[src/rtl/branch_resolve_ctrl_pkg.sv]
`default_nettype none
// ============================================================================
//  Module      : branch_resolve_ctrl_pkg
//  Description : Shared widths, FSM encoding and payload structs for the
//                branch resolution controller.
//  Revision    : 1.0 - initial release
// ============================================================================
package branch_resolve_ctrl_pkg;

   localparam int EPOCH_W = 2;
   localparam int ROB_W   = 5;
   localparam int PHYS_W  = 6;

   typedef enum logic [1:0] {
      BRC_IDLE     = 2'd0,
      BRC_FLUSH    = 2'd1,
      BRC_REDIRECT = 2'd2
   } brc_state_t;

   typedef struct packed {
      logic                 uses_rd;
      logic [EPOCH_W-1:0]   epoch;
      logic [ROB_W-1:0]     rob_idx;
      logic [PHYS_W-1:0]    prd;
      logic [31:0]          data;
   } cdb_entry_t;

   typedef struct packed {
      logic [31:0] pc;
      logic        taken;
      logic [31:0] target;
   } bp_update_t;

endpackage
`default_nettype wire

[src/rtl/cdb_out_buf.sv]
`default_nettype none
// ============================================================================
//  Module      : cdb_out_buf
//  Description : Single-entry valid/ready output register. A load in the same
//                cycle as a drain replaces the entry without a bubble.
//  Revision    : 1.0 - initial release
// ============================================================================
module cdb_out_buf
   import branch_resolve_ctrl_pkg::*;
#(
   parameter type T = cdb_entry_t
) (
   input  logic clk,
   input  logic rst,
   input  logic load_valid,
   input  T     load_data,
   input  logic drain_ready,
   output logic buf_valid,
   output T     buf_data
);

   logic r_valid;
   T     r_data;

   always_ff @(posedge clk) begin
      if (rst) begin
         r_valid <= 1'b0;
         r_data  <= '0;
      end else if (load_valid) begin
         r_valid <= 1'b1;
         r_data  <= load_data;
      end else if (drain_ready && r_valid) begin
         r_valid <= 1'b0;
      end
   end

   assign buf_valid = r_valid;
   assign buf_data  = r_data;

endmodule
`default_nettype wire

[src/rtl/branch_resolve_ctrl.sv]
`default_nettype none
// ============================================================================
//  Module      : branch_resolve_ctrl
//  Description : Accepts branch unit results, drops stale-epoch ones, forwards
//                live ones to the CDB and runs flush/redirect on a mispredict.
//  Revision    : 1.0 - initial release
// ============================================================================
module branch_resolve_ctrl
   import branch_resolve_ctrl_pkg::*;
#(
   parameter int FLUSH_CYCLES = 2
) (
   input  logic               clk,
   input  logic               rst,

   input  logic               bru_wb_valid,
   output logic               bru_wb_ready,
   input  logic               bru_wb_uses_rd,
   input  logic [EPOCH_W-1:0] bru_wb_epoch,
   input  logic [ROB_W-1:0]   bru_wb_rob_idx,
   input  logic [PHYS_W-1:0]  bru_wb_prd_new,
   input  logic [31:0]        bru_wb_data,
   input  logic [31:0]        bru_wb_pc,
   input  logic               bru_act_taken,
   input  logic [31:0]        bru_target_pc,
   input  logic               bru_mispredict,
   input  logic [31:0]        bru_redirect_pc,

   output logic               cdb_valid,
   input  logic               cdb_ready,
   output logic               cdb_uses_rd,
   output logic [EPOCH_W-1:0] cdb_epoch,
   output logic [ROB_W-1:0]   cdb_rob_idx,
   output logic [PHYS_W-1:0]  cdb_prd,
   output logic [31:0]        cdb_data,

   output logic               bp_upd_valid,
   output logic [31:0]        bp_upd_pc,
   output logic               bp_upd_taken,
   output logic [31:0]        bp_upd_target,

   output logic               flush_valid,
   output logic [ROB_W-1:0]   flush_rob_idx,
   output logic [EPOCH_W-1:0] cur_epoch,

   output logic               fe_redirect_valid,
   input  logic               fe_redirect_ready,
   output logic [31:0]        fe_redirect_pc
);

   localparam int               c_CNT_W      = (FLUSH_CYCLES > 1) ? $clog2(FLUSH_CYCLES) : 1;
   localparam logic [c_CNT_W-1:0] c_FLUSH_LAST = c_CNT_W'(FLUSH_CYCLES - 1);

   brc_state_t           r_state;
   logic [EPOCH_W-1:0]   r_cur_epoch;
   logic [c_CNT_W-1:0]   r_flush_cnt;
   logic                 r_flush_valid;
   logic [ROB_W-1:0]     r_flush_rob_idx;
   logic                 r_fe_redirect_valid;
   logic [31:0]          r_redirect_pc;
   logic                 r_bp_upd_valid;
   bp_update_t           r_bp_upd;

   logic                 w_wb_ready;
   logic                 w_accept;
   logic                 w_current;
   logic                 w_take;
   logic                 w_mispredict;
   logic                 w_cdb_valid;
   cdb_entry_t           w_cdb_in;
   cdb_entry_t           w_cdb_out;

   // Ready is independent of bru_wb_valid so the producer may use it freely.
   always_comb begin
      w_wb_ready = (r_state == BRC_IDLE) && (!w_cdb_valid || cdb_ready);
   end

   assign w_accept     = bru_wb_valid && w_wb_ready;
   assign w_current    = (bru_wb_epoch == r_cur_epoch);
   assign w_take       = w_accept && w_current;
   assign w_mispredict = w_take && bru_mispredict;

   // The mispredicting branch itself is retained, so it carries the old epoch.
   always_comb begin
      w_cdb_in         = '0;
      w_cdb_in.uses_rd = bru_wb_uses_rd;
      w_cdb_in.epoch   = bru_wb_epoch;
      w_cdb_in.rob_idx = bru_wb_rob_idx;
      w_cdb_in.prd     = bru_wb_prd_new;
      w_cdb_in.data    = bru_wb_data;
   end

   cdb_out_buf #(
      .T (cdb_entry_t)
   ) u_cdb_out_buf (
      .clk         (clk),
      .rst         (rst),
      .load_valid  (w_take),
      .load_data   (w_cdb_in),
      .drain_ready (cdb_ready),
      .buf_valid   (w_cdb_valid),
      .buf_data    (w_cdb_out)
   );

   always_ff @(posedge clk) begin
      if (rst) begin
         r_state             <= BRC_IDLE;
         r_cur_epoch         <= '0;
         r_flush_cnt         <= '0;
         r_flush_valid       <= 1'b0;
         r_flush_rob_idx     <= '0;
         r_fe_redirect_valid <= 1'b0;
         r_redirect_pc       <= '0;
         r_bp_upd_valid      <= 1'b0;
         r_bp_upd            <= '0;
      end else begin
         r_bp_upd_valid <= w_take;
         if (w_take) begin
            r_bp_upd.pc     <= bru_wb_pc;
            r_bp_upd.taken  <= bru_act_taken;
            r_bp_upd.target <= bru_target_pc;
         end

         case (r_state)
            BRC_IDLE: begin
               if (w_mispredict) begin
                  r_cur_epoch     <= r_cur_epoch + EPOCH_W'(1);
                  r_flush_rob_idx <= bru_wb_rob_idx;
                  r_redirect_pc   <= bru_redirect_pc;
                  r_flush_cnt     <= c_FLUSH_LAST;
                  r_flush_valid   <= 1'b1;
                  r_state         <= BRC_FLUSH;
               end
            end
            BRC_FLUSH: begin
               if (r_flush_cnt == '0) begin
                  r_flush_valid       <= 1'b0;
                  r_fe_redirect_valid <= 1'b1;
                  r_state             <= BRC_REDIRECT;
               end else begin
                  r_flush_cnt <= r_flush_cnt - c_CNT_W'(1);
               end
            end
            BRC_REDIRECT: begin
               if (fe_redirect_ready) begin
                  r_fe_redirect_valid <= 1'b0;
                  r_state             <= BRC_IDLE;
               end
            end
            default: begin
               r_flush_valid       <= 1'b0;
               r_fe_redirect_valid <= 1'b0;
               r_state             <= BRC_IDLE;
            end
         endcase
      end
   end

   assign bru_wb_ready      = w_wb_ready;

   assign cdb_valid         = w_cdb_valid;
   assign cdb_uses_rd       = w_cdb_out.uses_rd;
   assign cdb_epoch         = w_cdb_out.epoch;
   assign cdb_rob_idx       = w_cdb_out.rob_idx;
   assign cdb_prd           = w_cdb_out.prd;
   assign cdb_data          = w_cdb_out.data;

   assign bp_upd_valid      = r_bp_upd_valid;
   assign bp_upd_pc         = r_bp_upd.pc;
   assign bp_upd_taken      = r_bp_upd.taken;
   assign bp_upd_target     = r_bp_upd.target;

   assign flush_valid       = r_flush_valid;
   assign flush_rob_idx     = r_flush_rob_idx;
   assign cur_epoch         = r_cur_epoch;

   assign fe_redirect_valid = r_fe_redirect_valid;
   assign fe_redirect_pc    = r_redirect_pc;

endmodule
`default_nettype wire

[config.mk]
export PLATFORM = sky130hd
export DESIGN_NAME = branch_resolve_ctrl
export DESIGN_NICKNAME = d
export VERILOG_FILES = /design/src/rtl/branch_resolve_ctrl_pkg.sv /design/src/rtl/cdb_out_buf.sv /design/src/rtl/branch_resolve_ctrl.sv
export SDC_FILE = /design/constraint.sdc
export NUM_CORES = 1
export LEC_CHECK = 0
export CAP_MARGIN = 20
export CORE_MARGIN = 2
export CORE_UTILIZATION = 37
export CTS_BUF_LIST = sky130_fd_sc_hd__clkbuf_4 sky130_fd_sc_hd__clkbuf_8
export CTS_CLUSTER_SIZE = 12
export DETAILED_ROUTE_END_ITERATION = 8
export GPL_ROUTABILITY_DRIVEN = 0
export PLACE_DENSITY = 0.79
export SLEW_MARGIN = 10
export SYNTH_ARGS = -nofsm -noshare
export SYNTH_HDL_FRONTEND = slang
export SYNTH_SLANG_ARGS = --single-unit
[constraint.sdc]
create_clock -name clk -period 1.5 [get_ports clk]
set_clock_uncertainty 0.05 [all_clocks]
set_input_delay 0.45 -clock clk [delete_from_list [all_inputs] [get_ports clk]]
set_output_delay 0.45 -clock clk [all_outputs]
set_load 0.01 [all_outputs]
Yosys cells after proc, flatten, opt, wreduce, memory -nomap -nowiden
Index checks and enable logic that the tools add are counted.
Word-level totals
  register bits after elaboration: 157
  word-level logic and storage cells: 56
Operators by class
  $add $sub $neg: 2
  multiplexer cells: 14
  eq/ne operators: 6
  bitwise gates (word level): 2
  reduce and logical (&&, ||, !) cells: 15
Operators with widths (number)
  $reduce_and A3 Y1: 3
  $mux W1: 7
  $mux W2: 3
  $ne A2 B2 Y1 const B: 3
  $pmux W1 S3: 2
  $pmux W2 S3: 1
  $logic_and A1 B1 Y1: 5
  $reduce_and A2 Y1: 2
  $reduce_bool A2 Y1: 2
  $add A2 B1 Y2 const B: 1
  $eq A2 B1 Y1 const B: 1
  $eq A2 B2 Y1: 1
  $eq A2 B2 Y1 const B: 1
  $logic_not A2 Y1: 1
  $not A1 Y1: 2
  $pmux W1 S2: 1
  $logic_not A1 Y1: 1
  $logic_or A1 B1 Y1: 1
  $sub A1 B1 Y1 const B: 1

Logic depth before layout (Yosys ltp)
Gate-level depths: netlist of the first run.
  depth in word-level cells: 8
  gate-level depth with buffers: 7
  depth with buffers taken out: 4

Hierarchy
Synthesis of the first run repeated with hierarchy kept, for this count alone.
Second synthesis, totals
  cells, all modules: 637
  area total of the unflattened synthesis: 6612.6 um^2
By module, submodules not included
  branch_resolve_ctrl: area an instance 4923.5 um^2, times used 1, cells an instance 485
  cdb_out_buf: area an instance 1689.1 um^2, times used 1, cells an instance 152

Worst setup path before layout of the first run
No wires, ideal clock.
  path type: input -> register
  start point: input bru_wb_epoch[0]
  end point: register r_cur_epoch[0] (netlist: cur_epoch[0])
  data required time: 1380 ps
  path buffers: 1
  arrival time: 1422 ps
  stages on the path: 5
  path slack: -42 ps
  path through: xnor2_1 > nand4_2 > buf_2 > or3_1 > a21oi_1
Between the ends
  cells in the longest elaborated chain, start to end: 4
Ends and longest elaborated chain
  start, declared: line branch_resolve_ctrl.sv:19  | input logic [EPOCH_W-1:0] bru_wb_epoch,
  $eq A2 B2 Y1: line branch_resolve_ctrl.sv:79  | assign w_current = (bru_wb_epoch == r_cur_epoch);
  $logic_and A1 B1 Y1: line branch_resolve_ctrl.sv:80  | assign w_take = w_accept && w_current;
  $logic_and A1 B1 Y1: line branch_resolve_ctrl.sv:81  | assign w_mispredict = w_take && bru_mispredict;
  $reduce_and A2 Y1 (no line)
  end signal, assigned: line branch_resolve_ctrl.sv:127  | r_cur_epoch <= r_cur_epoch + EPOCH_W'(1);
  end, declared: line branch_resolve_ctrl.sv:55  | logic [EPOCH_W-1:0] r_cur_epoch;
Every way passes these cells.
A chain may end at the register's enable or synchronous reset.

Worst setup path after layout of the first run
  start point: register r_cur_epoch[0] (netlist: cur_epoch[0])
  end point: register r_bp_upd (netlist bit bp_upd_pc[27])
Between the ends
  cells in the longest elaborated chain, start to end: 2
Ends and longest elaborated chain
  $eq A2 B2 Y1: line branch_resolve_ctrl.sv:79
  $logic_and A1 B1 Y1: line branch_resolve_ctrl.sv:80
  end, declared: line branch_resolve_ctrl.sv:62  | bp_update_t r_bp_upd;
Every way passes these cells.

==> flow_summary.yaml, run 1 <==
status:
  status: "finished, violations left"
  violations: "negative setup slack"
cells_and_area:
  nets: 1191
  final_core_util: 0.6963
  drive_gt1_frac: 0.4962
  area_growth_pct: 85.20
worst_setup_path:
  path_cells: "xnor2_4, buf_6, buf_6, and4_4, buf_12, clkbuf_16, nand3_1, a21oi_1"
  crit_start: "cur_epoch[0]$_SDFFE_PP0P_"
  crit_end: "bp_upd_pc[27]$_SDFFE_PP0P_"
  crit_path_frequent_cell: "buf_6"
  rr_worst_depth: 8
  r2r-end: "bp_upd_pc[27]$_SDFFE_PP0P_"
  cp.arrival_ns: 2.02
  endpoint_kind: "flip-flop"
  crit_type: "flip-flop to flip-flop"
  rrSetupSlack_ns: -0.19
  start_kind: "flip-flop"
  rr_startpoint: "cur_epoch[0]$_SDFFE_PP0P_"
  critPathSlowestCell: "dfxtp_4"
  crit_path_max_incr_delay_ns: 0.37
  cp_data_required_time_ns: 1.83
  worst-path-max-fanout: 7
sta:
  rsz0062_at_grt: "yes"
  fin_ws_ns: -0.1896
  hold_viol: 0
  max_freq_ghz: 0.5918
  timing.final.crit_share: 1.126
  relSlewSlack: 0.7160
  tightest_slew_ns: 0.4260
  maxSlewViolCount: 0
  fin_crit_ns: 1.690
  setup_viol: 158
clock_tree:
  cts_tree: "done"
  cts.hold.buffers_added: 0
  cts_sinks: 157
  cts_max_level: 4
  clock_latency_ns: 0.45
  clk_path_buf_depth: 2
  root_buffer: "clkbuf_8"
  cts_inserted_buffers: 17
  clkTransAtPathRegs_ns: 0.09
power:
  intPower_mw: 7.341
  switching_share: 0.2774
  p_per_area_nw_per_um2: 921.9
  p_sw_mw: 2.819
  power_frac_seq: 0.433
  power_mw: 10.16
  combinationalPowerShare: 0.219
  p_clk_frac: 0.348
  ir_drop_mv: 0.5633
  power_leakage_nw: 4.182
global_route:
  overflow: 0
  track_usage: 0.2814
  grt_antenna_before_repair: 1
  grt_start_max_net_pins: 80
  grt_pass1_wl_um: 36610
  grt_pass1_vias: 6604
routing:
  drt_drc_violations_left: 0
  vias: 7017
  ant_nets: 0
  wirelength_um: 26040
  viasPerCell: 5.521
  routedWlPerCell_um: 20.49
  drt_first_pass_iters: 5
  drtIter0Drc: 533
floorplan:
  initial_core_util: 0.3760
  rows: 46
  core_area_um2: 15830
  die_w_um: 130.8
  die_h_um: 130.8
  io_pins: 304
  die-area_um2: 17110
synth:
  yosys_register_bits: 157
  synth_nets: 870
  synth_warnings: 0
  syn_avg_cell_area_um2: 8.253
  netlist_area_um2: 5951
  async_reset_ff_frac: 0
  syn_inst: 721
  synth_edf_count: 0
  synth_seq_area_share: 0.5282
  synthFlopType: "dfxtp_1"
  ys_types: 25
hold_path:
  hold_class: "input port to flip-flop"
placement:
  dp_hpwl_um: 13870
  dp_worst_setup_slack_ns: -0.7011
  io_buffer_count: 303
flow_run:
  max-cap-violations: 0
[layout by cell type (no fill, tap or decap), types with 3 or more instances in the layout]
master and n:
o21ai_1 47, dfxtp_1 86, a21oi_1 93, nand3_1 93, buf_4 24, buf_2 150
dfxtp_2 69, and4_4 3, nor2_1 5, buf_6 13, clkbuf_8 18, o21ai_0 52
buf_16 14, buf_12 26, bufinv_16 4, o21ai_4 4, nand3_2 41, dlygate4sd2_1 3
clkbuf_16 6, clkdlybuf4s50_1 143, a21oi_2 61, nand3_4 16, o21ai_2 48, clkinv_2 3
[cells in the mapped netlist, drive strengths merged, types with 2 or more instances]
master,instances,area [µm²]
or3,2,12.51
nor2,6,25.03
xnor2,2,17.52
inv,3,11.26
buf,26,160.1
clkbuf,57,214.0
a21oi,154,770.7
dfxtp,157,3143
nand3,150,750.7
nand2,4,15.01
o21ai,151,755.7
[stage by stage]
step | std cells | hold slack, ns | instance area [µm²] | TNS [ns]
floorplan | 721 | 0.4170 | 5998 | 0
global placement | 1191 | 0.3923 | 9326 | -94.65
detailed placement | 1191 | 0.4138 | 9326 | -96.31
CTS | 1268 | 0.3057 | 10300 | -15.92
global route | 1271 | 0.3367 | 11020 | -30.42
finish | 1271 | 0.3436 | 11020 | -19.23
[area by class of cell]
class	instances	area, µm²
fill	1185	4807
antenna	1	2.502
clock buffer	20	262.8
sequential	157	3237
multi-input combinational	480	3383
inverter	3	11.26
clock inverter	11	167.7
tap	216	270.3
timing repair buffer	383	3686
[worst max-delay path: cells and delay by family, from the launching register on]
kind | cells | cell delay, ns
AOI/OAI and AO/OA | 1 | 0.13
xor gates and xnor gates | 1 | 0.19
buffers and inverters | 4 | 0.51
DFF | 1 | 0.37
and+or+nand+nor | 2 | 0.36
[power by group through the flow]
| stage | clock, mW | combinational, mW | sequential (mW) |
|---|---|---|---|
| after floorplan | 0 | 0.537 | 4.54 |
| after global placement | 0 | 1.51 | 4.47 |
| after detailed placement | 0 | 1.51 | 4.47 |
| after CTS | 3.57 | 2.04 | 4.39 |
| after global routing | 3.75 | 2.35 | 4.42 |
| final | 3.54 | 2.23 | 4.40 |
[cells by family after synthesis]
group,count (synthesis),synth area share
AO/OA/AOI/OAI,306,0.2578
AND/OR/NAND/NOR,168,0.1428
flip-flops,157,0.5282
buffers and inverters,86,0.06476
XOR/XNOR,2,0.002944
multiplexers,2,0.003574
[per-layer routing]
layer	GRT usage	up-vias	wire [µm]
li1	-	3258	-
met1	0.3359	3382	9941
met2	0.4737	314	13190
met3	0.07329	63	2043
met4	0.1333	0	862
met5	0	-	0
[flip-flops by register name (all words and copies together), names as in the netlist]
signal,flops
bp_upd_valid,1
bp_upd_pc,32
flush_valid,1
fe_redirect_pc,32
flush_rob_idx,5
bp_upd_target,32
u_cdb_out_buf.buf_data,46
fe_redirect_valid,1
cur_epoch,2
u_cdb_out_buf.buf_valid,1
bp_upd_taken,1
r_state,2
r_flush_cnt,1
[worst min-delay path by stage]
stage	slack, ns	end	startpoint	cells after the start
after floorplan	0.42	r_flush_cnt$_SDFFE_PP0P_	r_flush_cnt$_SDFFE_PP0P_	2
after global routing	0.34	fe_redirect_pc[11]$_SDFFE_PP0P_	rst	2
after global placement	0.39	flush_valid$_SDFFE_PP0P_	flush_valid$_SDFFE_PP0P_	2
final	0.34	fe_redirect_pc[8]$_SDFFE_PP0P_	rst	2
after CTS	0.31	fe_redirect_pc[7]$_SDFFE_PP0P_	rst	2
after detailed placement	0.41	fe_redirect_valid$_SDFFE_PP0P_	fe_redirect_valid$_SDFFE_PP0P_	2
[repair_timing]
item | 4_1_cts | 5_1_grt
cloned | 25 | 6
setup buffers | 21 | 6
setup endpoints to repair | 310 | 169
resized for setup | 837 | 215
pin swaps | 38 | 81
(Power assumes the default switching activity.)
==> run 2: changes to the inputs <==
Settings changed: HOLD_SLACK_MARGIN set to 0.02.
==> results of run 2 <==
Same layout as run 1: the final DEF is identical, and so are final timing and power.
